===== src/rtl/uart_tx_arbiter_pkg.sv =====
// Shared definitions for the two-requester UART transmit arbiter:
// FSM encoding, packet cap default and UART frame timing.
package uart_tx_arbiter_pkg;

  localparam int unsigned MAX_PKT_BYTES_DEF   = 16;

  // UART at 9600 baud from a 100 MHz clock.
  localparam int unsigned UART_BIT_PERIOD     = 10416;
  localparam int unsigned UART_BITS_PER_FRAME = 10;
  localparam int unsigned UART_FRAME_CYCLES   = UART_BIT_PERIOD * UART_BITS_PER_FRAME;
  localparam int unsigned MIN_ACCEPT_GAP      = UART_FRAME_CYCLES + 4;

  typedef enum logic [2:0] {
    ST_IDLE      = 3'd0,
    ST_GRANTED   = 3'd1,
    ST_SEND      = 3'd2,
    ST_WAIT_BUSY = 3'd3,
    ST_WAIT_DONE = 3'd4
  } state_e;

  localparam logic [1:0] GRANT_NONE = 2'b00;
  localparam logic [1:0] GRANT_REQ0 = 2'b01;
  localparam logic [1:0] GRANT_REQ1 = 2'b10;

endpackage


===== src/rtl/uart_tx_arbiter_rr_pick2.sv =====
// Two-way round-robin winner selection: on a tie the requester that was
// not served most recently wins; a lone valid requester always wins.
module rr_pick2
  import uart_tx_arbiter_pkg::*;
(
  input  logic [1:0] valid_i,
  input  logic       last_served_i,
  output logic [1:0] winner_o
);

  always_comb begin
    winner_o = GRANT_NONE;
    unique case (valid_i)
      2'b01:   winner_o = GRANT_REQ0;
      2'b10:   winner_o = GRANT_REQ1;
      2'b11:   winner_o = last_served_i ? GRANT_REQ0 : GRANT_REQ1;
      default: winner_o = GRANT_NONE;
    endcase
  end

endmodule


===== src/rtl/uart_tx_arbiter.sv =====
// Packet-granular round-robin arbiter feeding one byte at a time to a UART
// transmit controller that sits beside this block at the top level.
module uart_tx_arbiter
  import uart_tx_arbiter_pkg::*;
#(
  parameter int unsigned MAX_PKT_BYTES = MAX_PKT_BYTES_DEF
) (
  input  logic       clk_i,
  input  logic       rstn_i,
  input  logic       req0_valid_i,
  input  logic [7:0] req0_data_i,
  input  logic       req0_last_i,
  output logic       req0_accept_o,
  input  logic       req1_valid_i,
  input  logic [7:0] req1_data_i,
  input  logic       req1_last_i,
  output logic       req1_accept_o,
  output logic       tx_send_o,
  output logic [7:0] tx_data_o,
  input  logic       tx_ready_i,
  output logic [1:0] grant_o,
  output state_e     dbg_state_o
);

  localparam int unsigned CNT_W = $clog2(MAX_PKT_BYTES + 1);
  localparam logic [CNT_W-1:0] CNT_MAX = CNT_W'(MAX_PKT_BYTES);

  state_e           state_q, state_d;
  logic [1:0]       grant_q, grant_d;
  logic [7:0]       tx_data_q, tx_data_d;
  logic             last_flag_q, last_flag_d;
  logic [CNT_W-1:0] cnt_q, cnt_d;
  logic             last_served_q, last_served_d;

  logic [1:0]       winner;
  logic             owner_valid;
  logic [7:0]       owner_data;
  logic             owner_last;
  logic             capture;
  logic             pkt_end;

  rr_pick2 u_pick (
    .valid_i       ({req1_valid_i, req0_valid_i}),
    .last_served_i (last_served_q),
    .winner_o      (winner)
  );

  // Handshake: a requester holds VALID/DATA/LAST stable until it sees its
  // ACCEPT high; the byte is taken on the rising edge that ends that cycle.
  // ACCEPT only rises in GRANTED, for the owner, while the UART reports idle.
  always_comb begin
    owner_valid = (grant_q[0] & req0_valid_i) | (grant_q[1] & req1_valid_i);
    owner_data  = grant_q[1] ? req1_data_i : req0_data_i;
    owner_last  = grant_q[1] ? req1_last_i : req0_last_i;
    capture     = rstn_i && (state_q == ST_GRANTED) && owner_valid && tx_ready_i;
    pkt_end     = last_flag_q || (cnt_q == CNT_MAX);
  end

  always_comb begin
    state_d       = state_q;
    grant_d       = grant_q;
    tx_data_d     = tx_data_q;
    last_flag_d   = last_flag_q;
    cnt_d         = cnt_q;
    last_served_d = last_served_q;
    unique case (state_q)
      ST_IDLE: begin
        if (req0_valid_i || req1_valid_i) begin
          grant_d = winner;
          state_d = ST_GRANTED;
        end
      end
      ST_GRANTED: begin
        if (capture) begin
          tx_data_d   = owner_data;
          last_flag_d = owner_last;
          cnt_d       = cnt_q + 1'b1;
          state_d     = ST_SEND;
        end
      end
      ST_SEND: state_d = ST_WAIT_BUSY;
      ST_WAIT_BUSY: begin
        if (!tx_ready_i) state_d = ST_WAIT_DONE;
      end
      ST_WAIT_DONE: begin
        if (tx_ready_i) begin
          if (pkt_end) begin
            state_d       = ST_IDLE;
            grant_d       = GRANT_NONE;
            cnt_d         = '0;
            last_flag_d   = 1'b0;
            last_served_d = grant_q[1];
          end else begin
            state_d = ST_GRANTED;
          end
        end
      end
      default: state_d = ST_IDLE;
    endcase
  end

  // Last-served starts at requester 1 so requester 0 wins the first tie.
  always_ff @(posedge clk_i) begin
    if (!rstn_i) begin
      state_q       <= ST_IDLE;
      grant_q       <= GRANT_NONE;
      tx_data_q     <= 8'h00;
      last_flag_q   <= 1'b0;
      cnt_q         <= '0;
      last_served_q <= 1'b1;
    end else begin
      state_q       <= state_d;
      grant_q       <= grant_d;
      tx_data_q     <= tx_data_d;
      last_flag_q   <= last_flag_d;
      cnt_q         <= cnt_d;
      last_served_q <= last_served_d;
    end
  end

  always_comb begin
    req0_accept_o = capture & grant_q[0];
    req1_accept_o = capture & grant_q[1];
    tx_send_o     = (state_q == ST_SEND);
    tx_data_o     = tx_data_q;
    grant_o       = grant_q;
    dbg_state_o   = state_q;
  end

endmodule


===== config.mk =====
export PLATFORM = sky130hd
export DESIGN_NAME = uart_tx_arbiter
export DESIGN_NICKNAME = d
export VERILOG_FILES = /design/src/rtl/uart_tx_arbiter_pkg.sv /design/src/rtl/uart_tx_arbiter_rr_pick2.sv /design/src/rtl/uart_tx_arbiter.sv
export SDC_FILE = /design/constraint.sdc
export NUM_CORES = 1
export LEC_CHECK = 0
export CAP_MARGIN = 25
export CORE_MARGIN = 1.5
export CORE_UTILIZATION = 39
export CTS_CLUSTER_SIZE = 30
export DETAILED_ROUTE_END_ITERATION = 8
export GPL_ROUTABILITY_DRIVEN = 0
export GPL_TIMING_DRIVEN = 0
export PLACE_DENSITY = 0.73
export SYNTH_ARGS = -nofsm -noshare
export SYNTH_HDL_FRONTEND = slang
export SYNTH_SLANG_ARGS = --single-unit

===== constraint.sdc =====
create_clock -name clk_i -period 1.8 [get_ports clk_i]
set_clock_uncertainty 0.2 [all_clocks]
set_input_delay 0.27 -clock clk_i [delete_from_list [all_inputs] [get_ports clk_i]]
set_output_delay 0.27 -clock clk_i [all_outputs]
set_load 0.01 [all_outputs]

=== Word level (Yosys, flattened, before mapping) ===
Cells that the tools add are included.

* Register bits: 20
* Input port bits: 23
* Output and inout port bits: 16
* Logic and storage cells: 60

* Muxes and demuxes: 22
* Add/sub/neg operators: 1
* Equal/unequal tests: 13
* Bitwise operators: 5
* Reductions and logical operators: 13

{| class="wikitable"
|+ Operator list
! cell !! count
|-
| two-way mux 5 bit || 3
|-
| case mux 3 bit (5 select lines) || 1
|-
| two-way mux 3 bit || 4
|-
| AND reduction 4 bit || 3
|-
| inequality test 2 bit (second input constant) || 5
|-
| case mux 5 bit (2 select lines) || 1
|-
| two-way mux 2 bit || 4
|-
| two-way mux 8 bit || 1
|-
| equality test 3 x 2 -> 1 bit (second input constant) || 2
|-
| case mux 2 bit (3 select lines) || 1
|-
| adder 5 x 1 -> 5 bit (second input constant) || 1
|-
| equality test 5 bit (second input constant) || 1
|-
| two-way mux 1 bit || 5
|-
| bitwise AND 1 bit || 4
|-
| equality test 2 bit (second input constant) || 2
|-
| case mux 2 bit (2 select lines) || 1
|-
| nonzero test 2 bit || 2
|-
| equality test 3 x 1 -> 1 bit (second input constant) || 1
|-
| equality test 3 bit (second input constant) || 1
|-
| logical AND 1 bit || 3
|-
| zero test 3 bit || 1
|-
| AND reduction 3 bit || 1
|-
| equality test 2 x 1 -> 1 bit (second input constant) || 1
|-
| logical OR 1 bit || 2
|-
| other kinds (3) || 3
|}

=== Depth between registers and ports, before layout ===
* Depth after elaboration: 6
* Gate-level depth with buffers: 7

=== Hierarchy ===
Synthesis repeated with hierarchy kept, for this count alone.

* Cell total of the unflattened synthesis: 120
* Area, all modules: 1,098.6 µm²

{| class="wikitable"
|+ Modules (own cells, without submodules)
! module !! cells each !! times used !! area each (µm²) !! seq. area each (µm²)
|-
| uart_tx_arbiter || 117 || 1 || 1,079.8 || 400.4
|-
| rr_pick2 || 3 || 1 || 18.8 || 0.0
|}

=== Worst setup path after synthesis ===
Ideal clock, no wire load.

* Path type: flip-flop to output port
* Start point: register state_q[1], in the netlist dbg_state_o[1]
* End point: output req0_accept_o
* Arrival: 1.304 ns
* Data required time: 1.330 ns
* Cell stages (with the launch flop): 5
* Path buffers: 1
* Setup slack: 0.026 ns
* Path through: dfxtp_1 or3b_4 nor3_4 buf_2 and2_1

* Longest elaborated chain between the ends: 5

{| class="wikitable"
|+ Ends and longest elaborated chain
! item !! RTL line !! text
|-
| from (decl) || uart_tx_arbiter.sv:28 || <nowiki>state_e state_q, state_d;</nowiki>
|-
| from (signal assigned) || uart_tx_arbiter.sv:112 || <nowiki>state_q <= state_d;</nowiki>
|-
| equality test 3 x 1 -> 1 bit || uart_tx_arbiter.sv:55 || <nowiki>capture = rstn_i && (state_q == ST_GRANTED) && owner_valid && tx_ready_i;</nowiki>
|-
| logical AND 1 bit (3 in a row) || uart_tx_arbiter.sv:55 ||
|-
| bitwise AND 1 bit || uart_tx_arbiter.sv:122 || <nowiki>req0_accept_o = capture & grant_q[0];</nowiki>
|-
| to (decl) || uart_tx_arbiter.sv:13 || <nowiki>output logic req0_accept_o,</nowiki>
|}

Every way passes these cells.

=== Worst setup path in the final report ===
* Start point: register state_q[1], in the netlist dbg_state_o[1]
* End point: output req1_accept_o

* Longest elaborated chain between the ends: 5

{| class="wikitable"
|+ Ends and longest elaborated chain
! item !! RTL line !! text
|-
| equality test 3 x 1 -> 1 bit || uart_tx_arbiter.sv:55 ||
|-
| logical AND 1 bit (3 in a row) || uart_tx_arbiter.sv:55 ||
|-
| bitwise AND 1 bit || uart_tx_arbiter.sv:123 || <nowiki>req1_accept_o = capture & grant_q[1];</nowiki>
|-
| to (decl) || uart_tx_arbiter.sv:17 || <nowiki>output logic req1_accept_o,</nowiki>
|}

Every way passes these cells.

==> results.sh <==
export IMPL_status="finished, violations left"
export IMPL_violations="setup timing"
export IMPL_die_x_um=55.25
export IMPL_maxCapViolCount=0
export IMPL_netlist_area_mm2=0.001065
export IMPL_dpl_hpwl_um=1953
export IMPL_use_met1_pct=24.38
export IMPL_met3_usage_pct=5.855
export IMPL_vias_per_cell=5.550
export IMPL_ios=39
export IMPL_top_usage_layer="met2"
export IMPL_worst_slack_ps=-262.2
export IMPL_io_buffers=37
export IMPL_synth_edf_count=0
export IMPL_setup_viol=5
export IMPL_cts_buffers=3
export IMPL_clockBufferDepth=2
export IMPL_fin_crit_sh_pct=114.6
export IMPL_startpoint="dbg_state_o[1]"
export IMPL_async_flop_share_pct=0
export IMPL_finalHoldViolations=0
export IMPL_antenna_left=0
export IMPL_drcViolationCount=0
export IMPL_drv_slew=0
export IMPL_avgSynthCellArea_um2=8.728
export IMPL_holdWs_ps=92.33
export IMPL_die_h_um=55.25
export IMPL_wirelength_um=2952
export IMPL_grt_max_degree=12
export IMPL_postPlaceCellArea_mm2=0.001473
export IMPL_rr_startpoint="cnt_q[0]"
export IMPL_dieArea_mm2=0.003053
export IMPL_yosys_register_bits=20
export IMPL_ir_drop_mv=0.4639
export IMPL_dpl_cell_count=189
export IMPL_hp_class="in -> reg"
export IMPL_grt_first_pass_wirelength_um=4830
export IMPL_drive_gt1_share_pct=25.88
export IMPL_power_uw=899.7
export IMPL_synth_main_ff_cell="dfxtp_1"
export IMPL_drt_initial_drc_count=25
export IMPL_p_leak_nw=0.6482
export IMPL_num_vias=1110
export IMPL_diodes=0
export IMPL_slew_headroom_pct=61.88
export IMPL_start_kind="flip-flop"
export IMPL_grt_overflow=0
export IMPL_synth_top_area_cell="dfxtp_1"
export IMPL_min_period_ps=2062
export IMPL_final_cells=200
export IMPL_syn_nets=147
export IMPL_syn_to_final_growth_pct=55.46
export IMPL_cp_data_required_time_ps=1330
export IMPL_clkTransAtPathRegs_ps=120
export IMPL_clockRootBuffer="clkbuf_4"
export IMPL_num_rows=18
export IMPL_crit_type="reg -> out"
export IMPL_hold_start="rstn_i"
export IMPL_cts_htree_levels=1
export IMPL_rsz0062_at_grt="yes"
export IMPL_ys_seq_area_share_pct=37.60
export IMPL_antenna_found_initial=0
export IMPL_clk_latency_ps=320
export IMPL_finalNetCount=196
export IMPL_stdcell_area_mm2=0.001655
export IMPL_dr_pass1_iters=4
export IMPL_clock_fmax_ghz=0.4849
export IMPL_met2_usage_pct=33.50
export IMPL_initial_core_util_pct=42.21
export IMPL_cts_hold_buf=0
export IMPL_synth_distinct_cells=35
export IMPL_cp_arrival_ps=1590
export IMPL_cts_tree="yes"
export IMPL_grt_pass1_vias=1018
export IMPL_worst_pin_slew_ps=571.8
export IMPL_ys_warn_count=0
export IMPL_yosys_top_cells_area="dfxtp_1 38%, mux2i_1 10%, a211oi_1 5.6%"
export IMPL_cp_max_fo=3
export IMPL_routedWlPerCell_um=14.76
export IMPL_end_kind="output port"
export IMPL_pre_cts_slack_ps=-1031
export IMPL_power_density_mw_per_mm2=543.5
export IMPL_synthCells=122
export IMPL_cts_sinks=20
export IMPL_coreArea_mm2=0.002522
export IMPL_synth_top_cell_area_share_pct=37.60
export IMPL_grt_util_all_layers_pct=19.77
==> metal layers <==
metal	vias to the layer above	part of all wire [%]
li1	540	-
met1	530	43
met2	33	49
met3	7	5.5
met4	0	1.9
met5	-	0
==> final cells by class <==
type	instances	area (um^2)
plain buffers	6	50.05
well taps	30	37.54
clock buffers	4	36.28
flip-flops and latches	20	415.4
multi-input cells	90	669.4
fillers	220	867.1
repair buffers	45	427.9
inverters	5	18.77
==> cell usage in the layout, fill, tap and decap left out, types with 2 or more instances in the layout <==
cell type        instances
clkdlybuf4s50_1         29
dfxtp_1                 14
nor2_1                  12
nand2_1                 11
mux2i_1                 11
buf_4                    9
a21oi_1                  6
a211oi_1                 6
buf_6                    4
nand2b_1                 4
nand3_1                  4
o21ai_0                  4
inv_1                    3
nor2b_1                  3
clkbuf_4                 3
dfxtp_4                  3
dfxtp_2                  3
inv_2                    2
clkbuf_1                 2
and2_4                   2
nor4_1                   2
a211oi_2                 2
dlymetal6s2s_1           2
dlygate4sd2_1            2
==> synthesized netlist by cell type (2+ instances only) <==
master / n
a21boi_0: 2
and2_1: 2
a21oi_1: 6
inv_1: 5
mux2i_1: 11
clkbuf_1: 2
nand2_1: 11
dfxtp_1: 20
ha_1: 2
o21ai_0: 4
o311ai_0: 2
a211oi_1: 8
nor2b_1: 3
buf_2: 3
nand3_1: 4
nor4_1: 2
nor3_1: 2
nor2_1: 13
nand2b_1: 4
==> per-stage QoR <==
step	setup TNS, ps	utilization (%)
floorplan	0	-
global placement	-7237	58.38
detailed placement	-7538	58.38
CTS	-635.3	63.29
global route	-1332	65.63
finish	-559.6	65.63
==> flip-flops by register name, indices dropped and copies added (netlist names) <==
name,cells
last_served_q,1
last_flag_q,1
grant_o,2
cnt_q,5
dbg_state_o,3
tx_data_o,8
==> report_power, final <==
group,internal [mW],switching (mW)
registers,0.450,0.0115
logic,0.0932,0.0733
clock network,0.124,0.148
==> cells by family (layout without fill, tap and decap cells) <==
| logic type | Yosys count | count (layout) | share of synthesized area (%) |
|---|---|---|---|
| AO/OA/AOI/OAI | 30 | 30 | 20.45 |
| flip-flops | 20 | 20 | 37.60 |
| adder cells (fa/ha/maj) | 2 | 2 | 2.350 |
| AND/OR/NAND/NOR | 46 | 46 | 22.91 |
| multiplexers | 12 | 12 | 11.40 |
| buffers and inverters | 12 | 60 | 5.288 |
==> worst paths after layout <==
path | to | slack [ps] | cells after the start
worst max-delay path | req1_accept_o | -260 | 5
worst min-delay path | last_served_q | 90 | 2
worst max register to register | cnt_q[1] | -20 | 7
worst min register to register | cnt_q[0] | 280 | 1
==> worst max-delay path, stage by stage (launching register included) <==
cell and delay (ps):
dfxtp_4 370, or3b_4 390, nor3_4 160, buf_6 130
and2_4 130, buf_6 90
==> repair_timing <==
action / CTS / global route
endpoints found under the setup margin: 19 / 23
setup buffers: 6 / 2
resized for setup: 32 / 18
gates cloned: 0 / 0
pin swaps: 3 / 6
Power figures use the tool's default switching activity.
